### src/rtl/gf_mul_feed_2339.sv
// gf_mul_feed_2339: elastic multiplier stage feeding the Barrett reducer.
// Takes operand pairs over valid/ready and presents the exact unreduced
// product a*b. Out-of-range pairs are consumed but dropped, which raises
// a sticky error flag and bumps a drop counter.
module gf_mul_feed_2339 #(
    parameter int Q           = 2339,
    parameter int W_IN        = 12,
    parameter int W_OUT       = 23,
    parameter int PIPE_STAGES = 2,
    parameter int CNT_W       = 16
) (
    input  logic             clk,
    input  logic             rst_n,
    input  logic             in_valid,
    output logic             in_ready,
    input  logic [W_IN-1:0]  din_a,
    input  logic [W_IN-1:0]  din_b,
    output logic             out_valid,
    input  logic             out_ready,
    output logic [W_OUT-1:0] dout_p,
    output logic             err_range,
    output logic [CNT_W-1:0] cnt_out,
    output logic [CNT_W-1:0] cnt_drop
);

    localparam logic [W_IN-1:0] Q_LIM = W_IN'(Q);

    logic [PIPE_STAGES-1:0] load;
    logic [PIPE_STAGES-1:0] v_q, v_d;
    logic [W_OUT-1:0]       s_q [PIPE_STAGES];
    logic [W_OUT-1:0]       s_d [PIPE_STAGES];
    logic                   err_range_q, err_range_d;
    logic [CNT_W-1:0]       cnt_out_q, cnt_out_d;
    logic [CNT_W-1:0]       cnt_drop_q, cnt_drop_d;

    logic                   accept;
    logic                   in_range;
    logic                   deliver;
    logic [W_OUT-1:0]       prod;

    // Load enables ripple back from the output, so a stage with a bubble
    // absorbs data even while everything downstream of it is stalled.
    always_comb begin
        logic chain;
        chain = out_ready;
        load  = '0;
        for (int i = PIPE_STAGES - 1; i >= 0; i--) begin
            chain   = !v_q[i] || chain;
            load[i] = chain;
        end
    end

    // Handshake decode, range check and the multiply feeding stage 0.
    always_comb begin
        in_ready = load[0];
        accept   = in_valid && in_ready;
        in_range = (din_a < Q_LIM) && (din_b < Q_LIM);
        deliver  = v_q[PIPE_STAGES-1] && out_ready;
        prod     = W_OUT'(din_a) * W_OUT'(din_b);
    end

    // Next state of the stage registers. Data only moves when a valid item
    // arrives, so bubbles never overwrite a held product.
    always_comb begin
        v_d = v_q;
        for (int i = 0; i < PIPE_STAGES; i++) begin
            s_d[i] = s_q[i];
        end
        if (load[0]) begin
            v_d[0] = accept && in_range;
            if (accept && in_range) begin
                s_d[0] = prod;
            end
        end
        for (int i = 1; i < PIPE_STAGES; i++) begin
            if (load[i]) begin
                v_d[i] = v_q[i-1];
                if (v_q[i-1]) begin
                    s_d[i] = s_q[i-1];
                end
            end
        end
    end

    // Sticky range error plus free-running wrap-around counters.
    always_comb begin
        err_range_d = err_range_q || (accept && !in_range);
        cnt_out_d   = cnt_out_q;
        cnt_drop_d  = cnt_drop_q;
        if (deliver) begin
            cnt_out_d = cnt_out_q + CNT_W'(1);
        end
        if (accept && !in_range) begin
            cnt_drop_d = cnt_drop_q + CNT_W'(1);
        end
    end

    // State registers; reset discards everything in flight.
    always_ff @(posedge clk or negedge rst_n) begin
        if (!rst_n) begin
            v_q         <= '0;
            err_range_q <= 1'b0;
            cnt_out_q   <= '0;
            cnt_drop_q  <= '0;
            for (int i = 0; i < PIPE_STAGES; i++) begin
                s_q[i] <= '0;
            end
        end else begin
            v_q         <= v_d;
            err_range_q <= err_range_d;
            cnt_out_q   <= cnt_out_d;
            cnt_drop_q  <= cnt_drop_d;
            for (int i = 0; i < PIPE_STAGES; i++) begin
                s_q[i] <= s_d[i];
            end
        end
    end

    assign out_valid = v_q[PIPE_STAGES-1];
    assign dout_p    = s_q[PIPE_STAGES-1];
    assign err_range = err_range_q;
    assign cnt_out   = cnt_out_q;
    assign cnt_drop  = cnt_drop_q;

endmodule

### config.mk
export PLATFORM = sky130hd
export DESIGN_NAME = gf_mul_feed_2339
export DESIGN_NICKNAME = d
export VERILOG_FILES = /design/src/rtl/gf_mul_feed_2339.sv
export SDC_FILE = /design/constraint.sdc
export NUM_CORES = 1
export LEC_CHECK = 0
export CORE_MARGIN = 2
export CORE_UTILIZATION = 54
export CTS_BUF_LIST = sky130_fd_sc_hd__clkbuf_2 sky130_fd_sc_hd__clkbuf_4 sky130_fd_sc_hd__clkbuf_8
export CTS_CLUSTER_DIAMETER = 40
export CTS_CLUSTER_SIZE = 30
export DETAILED_ROUTE_END_ITERATION = 6
export GPL_TIMING_DRIVEN = 0
export PLACE_DENSITY_LB_ADDON = 0.25
export RECOVER_POWER = 100
export SYNTH_ARGS = -nofsm -noshare
export SYNTH_HDL_FRONTEND = slang
export SYNTH_SLANG_ARGS = --single-unit
export TNS_END_PERCENT = 10
### constraint.sdc
create_clock -name clk -period 1.45 [get_ports clk]
set_clock_uncertainty 0.1 [all_clocks]
set_input_delay 0.29 -clock clk [delete_from_list [all_inputs] [get_ports clk]]
set_output_delay 0.29 -clock clk [all_outputs]
set_load 0.01 [all_outputs]
==> Yosys cells after proc, flatten, opt, wreduce, memory -nomap -nowiden <==
Index checks and enable logic that the tools add are counted.
{ "classes": {"magnitude_cmp": 2, "mul": 1, "add_sub_neg": 2, "n_reduce_logical": 13} }
{ "ops": {"columns": ["operator", "n"], "rows": [
  ["$add 16x1->16 const B", 2],
  ["$lt 12x12->1 const B", 2],
  ["$mul 12x12->23", 1],
  ["$logic_and 1x1->1", 5],
  ["$reduce_and 2->1", 2],
  ["$logic_not 1->1", 3],
  ["$logic_or 1x1->1", 3]
]} }
{ "totals": {"register_bits": 81, "input_bits": 28, "word_cells": 25, "out_inout_bits": 58} }

==> Longest topological paths before layout <==
{ "depth": {"ltp_word": 6, "ltp_mapped": 20, "ltp_nobuf": 18} }

==> Least setup slack after synthesis <==
No wires, ideal clock.
{ "synth_timing": {"kind": "input -> register", "from": "in din_b[5]", "to": "reg s_q[45] (netlist bit)", "arrival_ps": 4869, "t_required_ps": 1268, "setup_ps": 82, "slack_ps": -3601, "path_stages": 17, "path_buffers": 1, "cell_sequence": "clkbuf_1 nand2_1 fa_1 fa_1 fa_1 inv_1 fa_1 inv_1 fa_1 inv_1 ha_1 o21a_1 o211ai_1 a31o_2 a21oi_1 or4_1 a31oi_1"} }
{ "synth_between": {"elab_chain_cells": 4, "elab_cells_between_ends": 5, "cone_classes": "mul: 1; order compare: 1; reduce/logical: 3"} }
{ "synth_lines": {"columns": ["item", "line_no", "source"], "rows": [
  ["start: declaration", "17", "input logic [W_IN-1:0] din_b,"],
  ["parallel branches: the longest is 4 deep, another holds $mul 12x12->23", null, null],
  ["end signal: indexed assignment", "114", "s_q[i] <= s_d[i];"],
  ["end: declaration", "30", "logic [W_OUT-1:0] s_q [PIPE_STAGES];"]
]} }
Several ways; the timed one is not identified.
A chain may end at the register's enable or synchronous reset.

==> Worst setup path in the final report <==
{ "layout_timing": {"from": "in din_a[7]", "to": "reg s_q[45] (netlist bit)"} }
{ "layout_between": {"elab_chain_cells": 4, "elab_cells_between_ends": 5, "cone_classes": "mul: 1; order compare: 1; reduce/logical: 3"} }
{ "layout_lines": {"columns": ["item", "line_no", "source"], "rows": [
  ["start: declaration", "16", "input logic [W_IN-1:0] din_a,"],
  ["parallel branches: the longest is 4 deep, another holds $mul 12x12->23", null, null]
]} }
Several ways; the timed one is not identified.

==> flow_metrics.tcl <==
set metrics [dict create \
    crit_slowest_cell "fa_1" \
    clk_latency_ns 0.34 \
    dr_total_vias 6337 \
    drt_iter0_drc 256 \
    floorplan.die.height_um 126 \
    hold-path-cell-count 3 \
    post_synth_num_cell_types 47 \
    worst_setup_path_end_kind "register" \
    num-nets-final 1188 \
    start_kind "primary input" \
    status "finished with violations" \
    powerDensity_mw_per_mm2 2020 \
    timing.critical_path.mode_cell "fa_1" \
    share_clk_of_total_power_pct 8.7 \
    rows 44 \
    drive_above_1_share_pct 31.4 \
    dpl.hpwl_mm 13.9 \
    worst_hold_slack_ns 0.225 \
    worst-slew-pin-transition_ns 0.904 \
    detail_route.drc_violations 0 \
    postSynthAreaPerCell_um2 9.57 \
    area_growth_pct 30.8 \
    timing_worst_setup_path_type "in -> reg" \
    postSynthNetCount 1027 \
    cts_max_level 3 \
    grt_max_degree 46 \
    violations "setup timing" \
    cts_buffers 9 \
    setup-tns-final_ns -54.16 \
    type_of_the_most_critical_hold_path "in -> reg" \
    seqPwrFrac_pct 16.6 \
    gr-total-overflow 0 \
    gp_congestion 0.876 \
    rsz0062_at_grt "true" \
    die-width_um 126 \
    final_common_cell "nand2_1" \
    path_buf_inv 5 \
    worst_slew_margin_rel_pct 39.7 \
    route.final.wire_length_mm 19.2 \
    insertedDiodeCount 0 \
    portBuffers 85 \
    grt_pass1_wl_mm 32.3 \
    cts.clk_slew.worst_paths_ns 0.07 \
    critical_path.max_stage_delay_ns 0.55 \
    maxCapViolations 0 \
    share_of_total_power_consumed_by_net_switching_pct 42.5 \
    ios 86 \
    clock-root-buffer "clkbuf_8" \
    slew_viol_final 0 \
    drt_first_pass_iters 4 \
    p_comb_share_pct 74.7 \
    synth_enable_flop_cells 0 \
    detail_route.vias_per_cell 5.33 \
    p_leak_nw 5.20 \
    synth_sequential_area_ratio_pct 25.3 \
    total_power_after_layout_mw 21.2 \
    initial_core_util_pct 55.2 \
    antenna_found_initial 0 \
    mostFrequentLayoutCells "nand2_1, inv_1, fa_1" \
    worst-r2r-cell-count 5 \
    clkSinkCount 81 \
    main_flop_type_after_synthesis "dfrtp_1" \
    fillerInstances 1090 \
    cp_data_required_time_ns 1.61 \
    synth.cell_area_mm2 0.00803 \
    final_count_of_negative_setup_slack_endpoints 45 \
    ant_nets 0 \
    hold_violations 0 \
    crit_path_cell_chain "buf_2 -> clkbuf_8 -> nand2_2 -> fa_1 -> fa_1 -> fa_1 -> inv_1 -> fa_1 -> inv_1 -> fa_1 -> inv_2 -> ha_4 -> o21a_1 -> o211ai_1 -> a31o_2 -> a21oi_2 -> or4_1 -> a31oi_1" \
    clock_tree.buffer_depth 2 \
    syn-instance-count 839 \
    cell_internal_pwr_mw 12.2 \
    switching_power_mw 9.03 \
    global_route.usage.total_pct 25.0 \
    synth.yosys.warnings 0 \
    first_global_vias 6617 \
    numPlacedInstances 1109 \
    post-route-min-period_ns 4.62 \
    cts_tree "done" \
    fin_ws_ns -3.17 \
    fmax_mhz 216 \
    design.die.area_mm2 0.0159 \
    ffs_latches_synth 81 \
    post_drt_wl_per_cell_um 16.1 \
    proportion_of_synthesized_flip_flops_having_asynchronous_set_or_reset_pct 100 \
    cp_top_family "adder cells" \
    wp_depth 18 \
    peakVddDrop_mv 1.50 \
    crit_arrival_ns 4.78 \
    worst-path-max-fanout 6 \
    fp.coreArea_mm2 0.0145 \
    finish.cell_count_without_fillers 1189 \
    final_min_period_over_clock_period_pct 319 \
]
## through the flow
step                      setup WS (ns)  util, %  area (µm²)
final                             -3.17     72.2       10500
after global routing              -3.29     72.2       10500
after CTS                         -3.18     71.8       10400
after detailed placement          -4.18     64.5        9370
after global placement            -4.13     64.4        9360
after floorplan                   -3.20        -        8270
## logic make-up after synthesis
group | count (synthesis) | share of synthesized area [%]
adder cells (fa/ha/maj) | 160 | 34.2
multiplexers | 26 | 3.63
buffers and inverters | 187 | 10.1
AO/OA/AOI/OAI | 71 | 5.61
XOR/XNOR | 49 | 5.35
AND/OR/NAND/NOR | 265 | 15.9
flip-flops | 81 | 25.3
## flip-flops by register name (all words and copies together) (netlist names)
signal,count
cnt_drop,16
cnt_out,16
dout_p,23
err_range,1
s_q,23
v_q,2
## worst reg2reg max path, delay by kind of cell (launching register included)
kind / cells / cell delay, ns
xor+xnor: 1 / 0.14
simple gates: 4 / 0.96
flops: 1 / 0.43
## metal layers
layer | vias up | wire [µm] | GRT usage, %
met4 | 0 | 490 | 8.08
met1 | 3122 | 8000 | 32.3
met3 | 43 | 1170 | 3.31
met2 | 234 | 9520 | 43.7
met5 | - | 0 | 0
li1 | 2938 | - | -
## cell usage after synthesis (all sizes together), types with 2 or more instances
cell | count | area (µm²)
nand2 | 136 | 510
inv | 131 | 492
fa | 99 | 1980
dfrtp | 81 | 2030
ha | 61 | 763
and2 | 58 | 363
xnor2 | 38 | 333
buf | 31 | 223
clkbuf | 25 | 93.8
mux2 | 25 | 282
o21ai | 21 | 105
a21oi | 18 | 90.1
nor2 | 16 | 60.1
nand4 | 14 | 87.6
nand3 | 12 | 65.1
xor2 | 11 | 96.3
and3 | 9 | 56.3
nor3 | 7 | 35.0
a31oi | 5 | 31.3
o31ai | 5 | 42.5
a21o | 4 | 30.0
o21a | 4 | 30.0
nand2b | 3 | 18.8
o211ai | 3 | 22.5
or4 | 3 | 22.5
a2111o | 2 | 22.5
a211oi | 2 | 15.0
nand3b | 2 | 15.0
nor2b | 2 | 20.0
## final timing paths
| kind | startpoint | endpoint | slack, ns |
|---|---|---|---|
| setup / recovery | din_a[7] | s_q[45]$_DFFE_PN0P_ | -3.17 |
| hold / removal | din_a[0] | s_q[23]$_DFFE_PN0P_ | 0.23 |
| setup reg to reg | cnt_drop[2]$_DFFE_PN0P_ | cnt_drop[10]$_DFFE_PN0P_ | -0.30 |
| hold reg to reg | cnt_drop[15]$_DFFE_PN0P_ | cnt_drop[15]$_DFFE_PN0P_ | 0.37 |
| max in group asynchronous | rst_n | cnt_drop[8]$_DFFE_PN0P_ | 0 |
| min in group asynchronous | rst_n | cnt_out[4]$_DFFE_PN0P_ | 0.51 |
## power by group through the flow
| stage | clock (mW) | sequential (mW) | combinational (mW) |
|---|---|---|---|
| 2_1_floorplan | 0 | 3.48 | 9.39 |
| 3_5_place_dp | 0 | 3.58 | 12.4 |
| 5_1_grt | 1.99 | 3.64 | 17.5 |
| 4_1_cts | 1.88 | 3.55 | 15.1 |
| 6_report | 1.85 | 3.53 | 15.9 |
| 3_3_place_gp | 0 | 3.54 | 12.1 |
## final cells by class
type | instances | area [µm²] | area share [%]
Multi-Input combinational cell | 571 | 5670 | 54.0
Sequential cell | 81 | 2030 | 19.4
Timing Repair Buffer | 150 | 1240 | 11.8
Buffer | 56 | 599 | 5.71
Inverter | 131 | 492 | 4.68
Tap cell | 184 | 230 | 2.19
Clock buffer | 12 | 159 | 1.51
Clock inverter | 4 | 75.1 | 0.715
## what timing repair did
action | 4_1_cts | 5_1_grt
pin swaps | 88 | 28
gates resized for setup | 325 | 58
endpoints found under the setup margin | 126 | 70
hold buffers | 1 | 0
gates cloned | 3 | 0
setup buffers | 60 | 1
endpoints found under the hold margin | 36 | 0
Note: power is estimated with default switching activity, not from simulation.
